--- config.mk ---
export PLATFORM = sky130hd
export DESIGN_NAME = bird_motion_ctrl
export DESIGN_NICKNAME = d
export VERILOG_FILES = /design/src/rtl/bird_pkg.sv /design/src/rtl/key_edge.sv /design/src/rtl/bird_motion_ctrl.sv
export SDC_FILE = /design/constraint.sdc
export NUM_CORES = 1
export LEC_CHECK = 0
export BUFFER_PORTS_ARGS = -buffer_cell sky130_fd_sc_hd__clkbuf_2
export CELL_PAD_IN_SITES_DETAIL_PLACEMENT = 1
export CELL_PAD_IN_SITES_GLOBAL_PLACEMENT = 2
export CORE_ASPECT_RATIO = 1.25
export CORE_MARGIN = 8
export CORE_UTILIZATION = 36
export CTS_CLUSTER_DIAMETER = 40
export DETAILED_ROUTE_END_ITERATION = 7
export PLACE_DENSITY = 0.91
export SETUP_SLACK_MARGIN = 0.2
export SLEW_MARGIN = 20
export SYNTH_ARGS = -nofsm -noshare
export SYNTH_HDL_FRONTEND = slang
export SYNTH_SLANG_ARGS = --single-unit
--- constraint.sdc ---
create_clock -name clk -period 4.6 [get_ports clk]
set_input_delay 0.69 -clock clk [delete_from_list [all_inputs] [get_ports clk]]
set_output_delay 0.69 -clock clk [all_outputs]
set_load 0.005 [all_outputs]
--- src/rtl/bird_pkg.sv ---
`default_nettype none
// ============================================================================
// Module      : bird_pkg
// Description : Shared state encoding and default physics values for the
//               bird motion controller.
// Revision    : 1.0 - initial release
// ============================================================================
package bird_pkg;

  // Default physics and screen geometry
  localparam int DEF_Y_W     = 7;
  localparam int DEF_V_W     = 5;
  localparam int DEF_Y_MIN   = 0;
  localparam int DEF_Y_MAX   = 115;
  localparam int DEF_Y_START = 60;
  localparam int DEF_GRAVITY = 1;
  localparam int DEF_FLAP_V  = 5;
  localparam int DEF_V_MAX   = 7;

  // State encoding
  localparam int STATE_W = 3;
  localparam logic [STATE_W-1:0] ST_READY  = 3'd0;
  localparam logic [STATE_W-1:0] ST_WAIT   = 3'd1;
  localparam logic [STATE_W-1:0] ST_ERASE  = 3'd2;
  localparam logic [STATE_W-1:0] ST_UPDATE = 3'd3;
  localparam logic [STATE_W-1:0] ST_DRAW   = 3'd4;
  localparam logic [STATE_W-1:0] ST_STOP   = 3'd5;

  typedef enum logic [STATE_W-1:0] {
    S_READY  = ST_READY,
    S_WAIT   = ST_WAIT,
    S_ERASE  = ST_ERASE,
    S_UPDATE = ST_UPDATE,
    S_DRAW   = ST_DRAW,
    S_STOP   = ST_STOP
  } state_t;

endpackage
`default_nettype wire

--- src/rtl/key_edge.sv ---
`default_nettype none
// ============================================================================
// Module      : key_edge
// Description : Turns the level flap button into a one-cycle rising-edge
//               pulse so a held key yields exactly one flap.
// Revision    : 1.0 - initial release
// ============================================================================
module key_edge
  import bird_pkg::*;
(
  input  logic clk,
  input  logic resetn,
  input  logic key,
  output logic key_rise
);

  logic r_key_d;

  // Remember last cycle's key level
  always_ff @(posedge clk) begin
    if (!resetn) r_key_d <= 1'b0;
    else         r_key_d <= key;
  end

  assign key_rise = key & ~r_key_d;

endmodule
`default_nettype wire

--- src/rtl/bird_motion_ctrl.sv ---
`default_nettype none
// ============================================================================
// Module      : bird_motion_ctrl
// Description : Frame-driven bird physics and erase/update/draw sequencing
//               for the flappy-bird game.
// Revision    : 1.0 - initial release
// ============================================================================
module bird_motion_ctrl
  import bird_pkg::*;
#(
  parameter int Y_W     = DEF_Y_W,
  parameter int V_W     = DEF_V_W,
  parameter int Y_MIN   = DEF_Y_MIN,
  parameter int Y_MAX   = DEF_Y_MAX,
  parameter int Y_START = DEF_Y_START,
  parameter int GRAVITY = DEF_GRAVITY,
  parameter int FLAP_V  = DEF_FLAP_V,
  parameter int V_MAX   = DEF_V_MAX
) (
  input  logic           clk,
  input  logic           resetn,
  input  logic           tick,
  input  logic           press_key,
  input  logic           touched,
  input  logic           draw_done,
  output logic           draw_req,
  output logic           erase,
  output logic [Y_W-1:0] bird_y,
  output logic           game_over,
  output logic           playing
);

  localparam logic        [Y_W-1:0] c_y_start  = Y_W'(Y_START);
  localparam logic        [Y_W-1:0] c_y_min    = Y_W'(Y_MIN);
  localparam logic        [Y_W-1:0] c_y_max    = Y_W'(Y_MAX);
  localparam logic signed [Y_W+1:0] c_y_min_s  = (Y_W+2)'(Y_MIN);
  localparam logic signed [Y_W+1:0] c_y_max_s  = (Y_W+2)'(Y_MAX);
  localparam logic signed [V_W-1:0] c_neg_flap = V_W'(-FLAP_V);
  localparam logic signed [V_W:0]   c_gravity  = (V_W+1)'(GRAVITY);
  localparam logic signed [V_W:0]   c_v_max    = (V_W+1)'(V_MAX);
  localparam logic signed [V_W-1:0] c_v_max_n  = V_W'(V_MAX);

  state_t                 r_state, w_next_state;
  logic        [Y_W-1:0]  r_y;
  logic signed [V_W-1:0]  r_vel;
  logic                   r_flap_pending;
  logic                   r_hit_pending;
  logic                   r_collide;

  logic                   w_flap;
  logic                   w_flap_now;
  logic                   w_hit_now;
  logic signed [V_W:0]    w_vel_sum;
  logic signed [V_W-1:0]  w_vel_new;
  logic signed [Y_W+1:0]  w_y_sum;
  logic        [Y_W-1:0]  w_y_next;
  logic                   w_clamp;

  key_edge u_key_edge (
    .clk      (clk),
    .resetn   (resetn),
    .key      (press_key),
    .key_rise (w_flap)
  );

  // A flap or hit arriving during the UPDATE cycle itself still counts for it
  assign w_flap_now = r_flap_pending | w_flap;
  assign w_hit_now  = r_hit_pending | touched;

  // Gravity with terminal velocity, or an upward kick on a flap
  assign w_vel_sum = {r_vel[V_W-1], r_vel} + c_gravity;
  assign w_vel_new = w_flap_now ? c_neg_flap
                   : ((w_vel_sum > c_v_max) ? c_v_max_n : w_vel_sum[V_W-1:0]);
  assign w_y_sum   = {2'b00, r_y} + {{(Y_W+2-V_W){w_vel_new[V_W-1]}}, w_vel_new};

  // Clamp the new position to the screen and flag a boundary hit
  always_comb begin
    w_y_next = w_y_sum[Y_W-1:0];
    w_clamp  = 1'b0;
    if (w_y_sum < c_y_min_s) begin
      w_y_next = c_y_min;
      w_clamp  = 1'b1;
    end else if (w_y_sum > c_y_max_s) begin
      w_y_next = c_y_max;
      w_clamp  = 1'b1;
    end
  end

  // State register
  always_ff @(posedge clk) begin
    if (!resetn) r_state <= S_READY;
    else         r_state <= w_next_state;
  end

  // Next-state logic and Moore outputs
  always_comb begin
    w_next_state = r_state;
    draw_req     = 1'b0;
    erase        = 1'b0;
    game_over    = 1'b0;
    playing      = 1'b0;
    case (r_state)
      S_READY: begin
        if (w_flap) w_next_state = S_DRAW;
      end
      S_WAIT: begin
        playing = 1'b1;
        if (tick) w_next_state = S_ERASE;
      end
      S_ERASE: begin
        playing  = 1'b1;
        draw_req = 1'b1;
        erase    = 1'b1;
        if (draw_done) w_next_state = S_UPDATE;
      end
      S_UPDATE: begin
        playing      = 1'b1;
        w_next_state = S_DRAW;
      end
      S_DRAW: begin
        playing  = 1'b1;
        draw_req = 1'b1;
        if (draw_done) w_next_state = r_collide ? S_STOP : S_WAIT;
      end
      S_STOP: begin
        game_over = 1'b1;
        if (w_flap) w_next_state = S_READY;
      end
      default: w_next_state = S_READY;
    endcase
  end

  // Bird position, velocity and pending-event flags
  always_ff @(posedge clk) begin
    if (!resetn) begin
      r_y            <= c_y_start;
      r_vel          <= '0;
      r_flap_pending <= 1'b0;
      r_hit_pending  <= 1'b0;
      r_collide      <= 1'b0;
    end else begin
      case (r_state)
        S_READY: begin
          r_y            <= c_y_start;
          r_vel          <= w_flap ? c_neg_flap : '0;
          r_flap_pending <= 1'b0;
          r_hit_pending  <= 1'b0;
          r_collide      <= 1'b0;
        end
        S_WAIT, S_ERASE, S_DRAW: begin
          if (w_flap)  r_flap_pending <= 1'b1;
          if (touched) r_hit_pending  <= 1'b1;
        end
        S_UPDATE: begin
          r_vel          <= w_vel_new;
          r_y            <= w_y_next;
          r_collide      <= w_clamp | w_hit_now;
          r_flap_pending <= 1'b0;
          r_hit_pending  <= w_hit_now;
        end
        default: ;
      endcase
    end
  end

  assign bird_y = r_y;

endmodule
`default_nettype wire

==> impl_metrics.yaml, run 1 <==
logic_synthesis:
  ys_ff_latch: 19
  synthArstFlopShare: 0
  syn_nets: 208
  yosysWarnings: 0
  synth_cells: 191
  synth_adder_area_share: 0.0984
  synth_ff_type: "dfxtp_1"
  yosysSeqAreaShare: 0.258
  mappedNetlistArea_um2: 1480
  muxShareOfSynthArea: 0.00679
  avgSynthCellArea_um2: 7.72
  synth_top_family_by_area: "compound AO/OA/AOI/OAI gates"
  synth-compound-area-share: 0.304
  synth-edff-count: 0
  synth_cell_type_count: 46
  synth_area_leaders: "dfxtp_1 26%, ha_1 8.5%, nand2_1 6.4%, a21oi_1 5.4%, o21ai_0 4.4%"
  synth-xor-area-share: 0.0466
  yosysTopAreaCell: "dfxtp_1"
  synth-simple-area-share: 0.237
  synth_top_area_frac: 0.258
critical_path:
  worstPathArrival_ps: 3520
  worst-path-max-fanout: 7
  crit_type: "flop to flop"
  required_ps: 4750
  r2r_slack_ps: 1230
  worst_setup_path_end_kind: "flop"
  cp-start-kind: "flop"
timing:
  drv_slew: 0
  setup_viol: 0
  setup_tns_ps: 0
  final.period_utilization: 0.732
  min_period_ps: 3370
  hold_violations: 0
  tightest_slew_ps: 591
  clock-skew-final_ps: 5.07
  fmax_mhz: 297
  rsz0062_at_grt: "false"
  maxSlewHeadroom: 0.606
clocking:
  cts_tree: "done"
  cts.sinks: 19
  cts_buffers: 3
  cts.clk_slew.worst_paths_ps: 80
  root_buffer: "clkbuf_8"
  cts_resized: 0
  post_cts.repair.setup_buffers: 0
  cts_hold_buf: 0
  insertion_delay_ps: 260
  cts_max_level: 1
  clk_path_buf_depth: 2
global_routing:
  globalRoute.totalOverflow: 0
  grt_max_degree: 19
  grt_pass1_wl_um: 7200
  grt_pass1_vias: 1530
  grtUsageTotal: 0.142
  antenna_found_initial: 0
die:
  core-area_um2: 4000
  die_h_um: 87.6
  die_w_um: 73.3
  io_pins: 17
  rows: 26
  floorplan.initialDensity: 0.369
  die_area_um2: 6410
flow_run:
  max-cap-violations: 0
detailed_routing:
  viasPerCell: 5.51
  drt-total-wl_um: 4180
  dr_total_vias: 1428
  drt_iter0_drc: 72
  wl_per_cell_um: 16.1
  drtPass1Iterations: 4
  drc: 0
  ant_nets: 0
cells_and_area:
  finalInstanceArea_um2: 1640
  final_cell_mix: "25 x nand2_1, 19 x dfxtp_1, 16 x nor2_1, 16 x a21oi_1, 16 x clkbuf_2"
  layout-drive-gt1-share: 0.133
  layout.cells.most_common: "nand2_1"
  antennaDiodeCount: 0
  num-nets-final: 221
  area_growth_pct: 11.2
place:
  dpl-instance-area_um2: 1590
  hpwlAfterDp_um: 3240
  numPortBuffers: 16
  finalWeightedCongestion: 0.834
min_path:
  worstHoldPathType: "flop to flop"
power_and_ir_drop:
  p_leak_uw: 0.000655
  powerDensity_nw_per_um2: 276
  peakVddDrop_v: 0.0000863
run_status:
  status: "completed"
flip-flops by register name, summed over array words and instances, names as in the netlist:
name                cells
bird_y                  7
r_vel                   5
r_state                 3
r_collide               1
r_flap_pending          1
r_hit_pending           1
u_key_edge.r_key_d      1
cell families after synthesis:
group                      Yosys count
DFF                                 19
AOI/OAI and AO/OA                   63
muxes                                1
xor gates and xnor gates             7
adders and majority gates           11
buffers and inverters               19
and+or+nand+nor                     71
critical path: stages, from the launching register on:
cell and delay, ps:
dfxtp_1 390, ha_1 290, nor2b_1 120, a21oi_1 90, o211a_1 230, nand2_1 120, ha_1 180, inv_1 60
fa_1 450, nor2b_1 180, or2_1 230, a311oi_1 430, a41oi_4 220, a31o_1 250
power by group:
part	internal, uW	switching [uW]	total (uW)	leakage (uW)
clock	60.4	59.9	120	0.0000255
combinational	61.0	87.5	148	0.000475
sequential	170	13.4	184	0.000154
total	292	161	453	0.000655
synthesized netlist by cell type, types with 2 or more instances:
cell      instances
nand2_1          25
a21boi_0          2
a31oi_1           3
o21bai_1          2
a21oi_1          16
clkbuf_1          6
nand3_1           5
a211oi_1          2
o21ai_0          13
nor2b_1          10
o211ai_1          4
o22ai_1           2
dfxtp_1          19
a22oi_1           6
xnor2_1           6
and2_1            4
nor2_1           16
nand2b_1          2
a31o_1            2
ha_1             10
inv_1            11
per-layer routing:
metal,vias to the layer above,track usage,wire length (um)
li1,699,-,-
met1,702,0.157,1810
met2,20,0.259,2150
met3,7,0.0195,126
met4,0,0.0639,93
met5,-,0,0
through the flow:
step | std cells | setup slack (ps) | total power, uW | util | hold WS [ps]
after floorplan | 191 | 1470 | 300 | - | 438
after global placement | 255 | 1130 | 328 | 0.398 | 457
after detailed placement | 255 | 1040 | 336 | 0.398 | 504
after CTS | 259 | 1240 | 455 | 0.410 | 520
after global routing | 259 | 1020 | 482 | 0.410 | 565
final | 259 | 1230 | 453 | 0.410 | 522
area by class of cell:
class                   instances  area, um^2
flip-flops and latches         19         380
clock inverters                 1        5.00
fillers                       520        2360
well taps                      56        70.1
multi-input cells             153        1020
clock buffers                   3        41.3
repair buffers                 16        80.1
inverters                      11        41.3
path summary, 6_finish.rpt:
kind | from | endpoint | cells past startpoint
setup / recovery | r_vel[0]$_SDFFE_PN0N_ | bird_y[3]$_SDFFE_PN1N_ | 13
setup reg to reg | r_vel[0]$_SDFFE_PN0N_ | bird_y[3]$_SDFFE_PN1N_ | 13
hold / removal | r_hit_pending$_SDFFE_PN0P_ | r_hit_pending$_SDFFE_PN0P_ | 2
hold reg to reg | r_hit_pending$_SDFFE_PN0P_ | r_hit_pending$_SDFFE_PN0P_ | 2
(Power assumes the default switching activity.)
==> run 2: changes to the inputs <==
--- a/config.mk
+++ b/config.mk
@@ -10,10 +10,10 @@
 export CELL_PAD_IN_SITES_GLOBAL_PLACEMENT = 2
 export CORE_ASPECT_RATIO = 1.25
 export CORE_MARGIN = 8
-export CORE_UTILIZATION = 36
+export CORE_UTILIZATION = 34
 export CTS_CLUSTER_DIAMETER = 40
 export DETAILED_ROUTE_END_ITERATION = 7
-export PLACE_DENSITY = 0.91
+export PLACE_DENSITY = 0.87
 export SETUP_SLACK_MARGIN = 0.2
 export SLEW_MARGIN = 20
 export SYNTH_ARGS = -nofsm -noshare
==> constraint.sdc (replaced) <==
create_clock -name clk -period 3.1 [get_ports clk]
set_input_delay 0.465 -clock clk [delete_from_list [all_inputs] [get_ports clk]]
set_output_delay 0.465 -clock clk [all_outputs]
set_load 0.005 [all_outputs]
==> run 2 against run 1 <==
Worst hold slack worse by 120 ps. Core utilization up 2.0 points. Power up 57%. Fmax grew 17%. Non-clock buffer count rose by 14. Routed wire length rose by 2.8%. Sequential cell count stayed put. Via count up 2.0%. Die area increased by 4.7%. Sequential power grew 48%. Clock skew increased by 2.4 ps. Global-route usage fell by 0.41 points. Critical endpoint unchanged. Largest power group unchanged.
==> impl_metrics.yaml, run 2 (same netlist as run 1, synthesis figures left out) <==
die:
  core-area_um2: 4290
  rows: 27
  die_area_um2: 6720
  die_w_um: 74.9
  die_h_um: 89.6
  io_pins: 17
  floorplan.initialDensity: 0.344
cells_and_area:
  final_cell_mix: "23 x nand2_1, 17 x dfxtp_1, 16 x nor2_1, 16 x clkbuf_2, 15 x a21oi_1"
  num-nets-final: 235
  layout.cells.most_common: "nand2_1"
  antennaDiodeCount: 0
  multi_input_area_um2: 1110
  largest_register_ffs: 7
  seqCellArea_um2: 385
  layout-drive-gt1-share: 0.253
  nFillCells: 555
  area_growth_pct: 25.0
  finalNonFillerCells: 275
detailed_routing:
  drtPass1Iterations: 4
  ant_nets: 0
  drt-total-wl_um: 4300
  drt_iter0_drc: 98
  dr_wl_met3_um: 149
  viasPerCell: 5.29
  drc: 0
  dr_total_vias: 1456
  wl_per_cell_um: 15.6
  wl_met2_um: 2180
  top_layer: "met4"
  drt-met1-wl_um: 1880
critical_path:
  path_cells: "ha_4 -> nor2b_1 -> a21oi_1 -> o211a_1 -> nand2_2 -> ha_4 -> inv_2 -> fa_2 -> nor2b_4 -> o31a_1 -> o221a_1 -> a211o_1 -> and2_4 -> a31o_1"
  required_ps: 3260
  worst_setup_path_end_kind: "flop"
  crit_type: "flop to flop"
  cp-start-kind: "flop"
  worstPathArrival_ps: 3030
  crit_start: "r_vel[1]$_SDFFE_PN0N_"
  timing.rr.start: "r_vel[1]$_SDFFE_PN0N_"
  crit_top_cell: "ha_4"
  r2r_slack_ps: 230
  worst-path-max-fanout: 4
  reg2reg_depth: 14
  slowest_delay_ps: 390
  cp_slowest_cell: "dfxtp_4"
  r2r-end: "bird_y[3]$_SDFFE_PN1N_"
power_and_ir_drop:
  p_leak_uw: 0.000728
  powerDensity_nw_per_um2: 385
  peakVddDrop_v: 0.000139
  p_total_uw: 710
timing:
  min_period_ps: 2870
  tightest_slew_ps: 593
  setup_tns_ps: 0
  hold_ws_ps: 403
  rsz0062_at_grt: "true"
  fmax_mhz: 348
  final.period_utilization: 0.926
  setup_viol: 0
  hold_violations: 0
  maxSlewHeadroom: 0.604
  clock-skew-final_ps: 7.52
  drv_slew: 0
clocking:
  clk_path_buf_depth: 2
  cts_buffers: 3
  cts.clk_slew.worst_paths_ps: 80
  insertion_delay_ps: 270
  cts.sinks: 19
  cts_max_level: 1
  cts_tree: "done"
  root_buffer: "clkbuf_8"
place:
  placed_cells: 268
  finalWeightedCongestion: 0.793
  numPortBuffers: 16
  hpwlAfterDp_um: 3220
min_path:
  min_from: "press_key"
  worstHoldPathType: "primary input to flop"
  min_path_cells: 2
  worstHoldEndpoint: "u_key_edge.r_key_d$_SDFF_PN0_"
global_routing:
  grt_max_degree: 19
  grtUsageTotal: 0.138
  antenna_found_initial: 0
  globalRoute.totalOverflow: 0
  grt_pass1_vias: 1494
  grt_pass1_wl_um: 7130
flow_run:
  max-cap-violations: 0
run_status:
  status: "completed"
## run 2: area by class of cell
type | count | area share
tap | 58 | 0.0393
inverter | 11 | 0.0224
multi-input combinational | 153 | 0.602
sequential | 19 | 0.209
timing repair buffer | 30 | 0.102
clock buffer | 4 | 0.0244
## run 2: worst max-delay path, delay by kind of cell, from the launching register on
family | cells | cell delay [ps]
fa+ha+maj | 3 | 560
flops | 1 | 390
simple gates | 4 | 380
compound gates | 6 | 1410
buf+inv | 1 | 50
## run 2: metal layers
| metal | vias up | GRT usage |
|---|---|---|
| met1 | 697 | 0.162 |
| met5 | - | 0 |
| met3 | 7 | 0.0178 |
| li1 | 731 | - |
| met4 | 0 | 0.0589 |
| met2 | 21 | 0.241 |
## run 2: power by group
| part | switching, uW | total (uW) | internal, uW |
|---|---|---|---|
| clock network | 88.9 | 181 | 91.8 |
| logic | 143 | 257 | 114 |
| registers | 19.8 | 273 | 253 |
| total | 252 | 710 | 459 |
## run 2: what timing repair did
action / 4_1_cts / 5_1_grt
pin swaps: 9 / 12
buffers inserted: 2 / 1
hold buffers: 0 / 0
endpoints found under the setup margin: 8 / 8
resized for setup: 14 / 8
## run 2: worst max path at each step
stage / endpoint / slack, ps / cells after the start
after global routing: bird_y[2]$_SDFFE_PN1N_ / 120 / 14
final: bird_y[3]$_SDFFE_PN1N_ / 230 / 14
after detailed placement: bird_y[3]$_SDFFE_PN1N_ / 40 / 14
after floorplan: bird_y[3]$_SDFFE_PN1N_ / 200 / 13
after global placement: bird_y[2]$_SDFFE_PN1N_ / 80 / 14
after CTS: bird_y[3]$_SDFFE_PN1N_ / 200 / 14
## run 2: metrics by stage
step | util | area (um^2) | setup WS, ps
6_report | 0.430 | 1840 | 230
3_3_place_gp | 0.393 | 1690 | 79.7
3_5_place_dp | 0.393 | 1690 | 37.8
2_1_floorplan | - | 1480 | 204
5_1_grt | 0.430 | 1840 | 125
4_1_cts | 0.419 | 1800 | 202
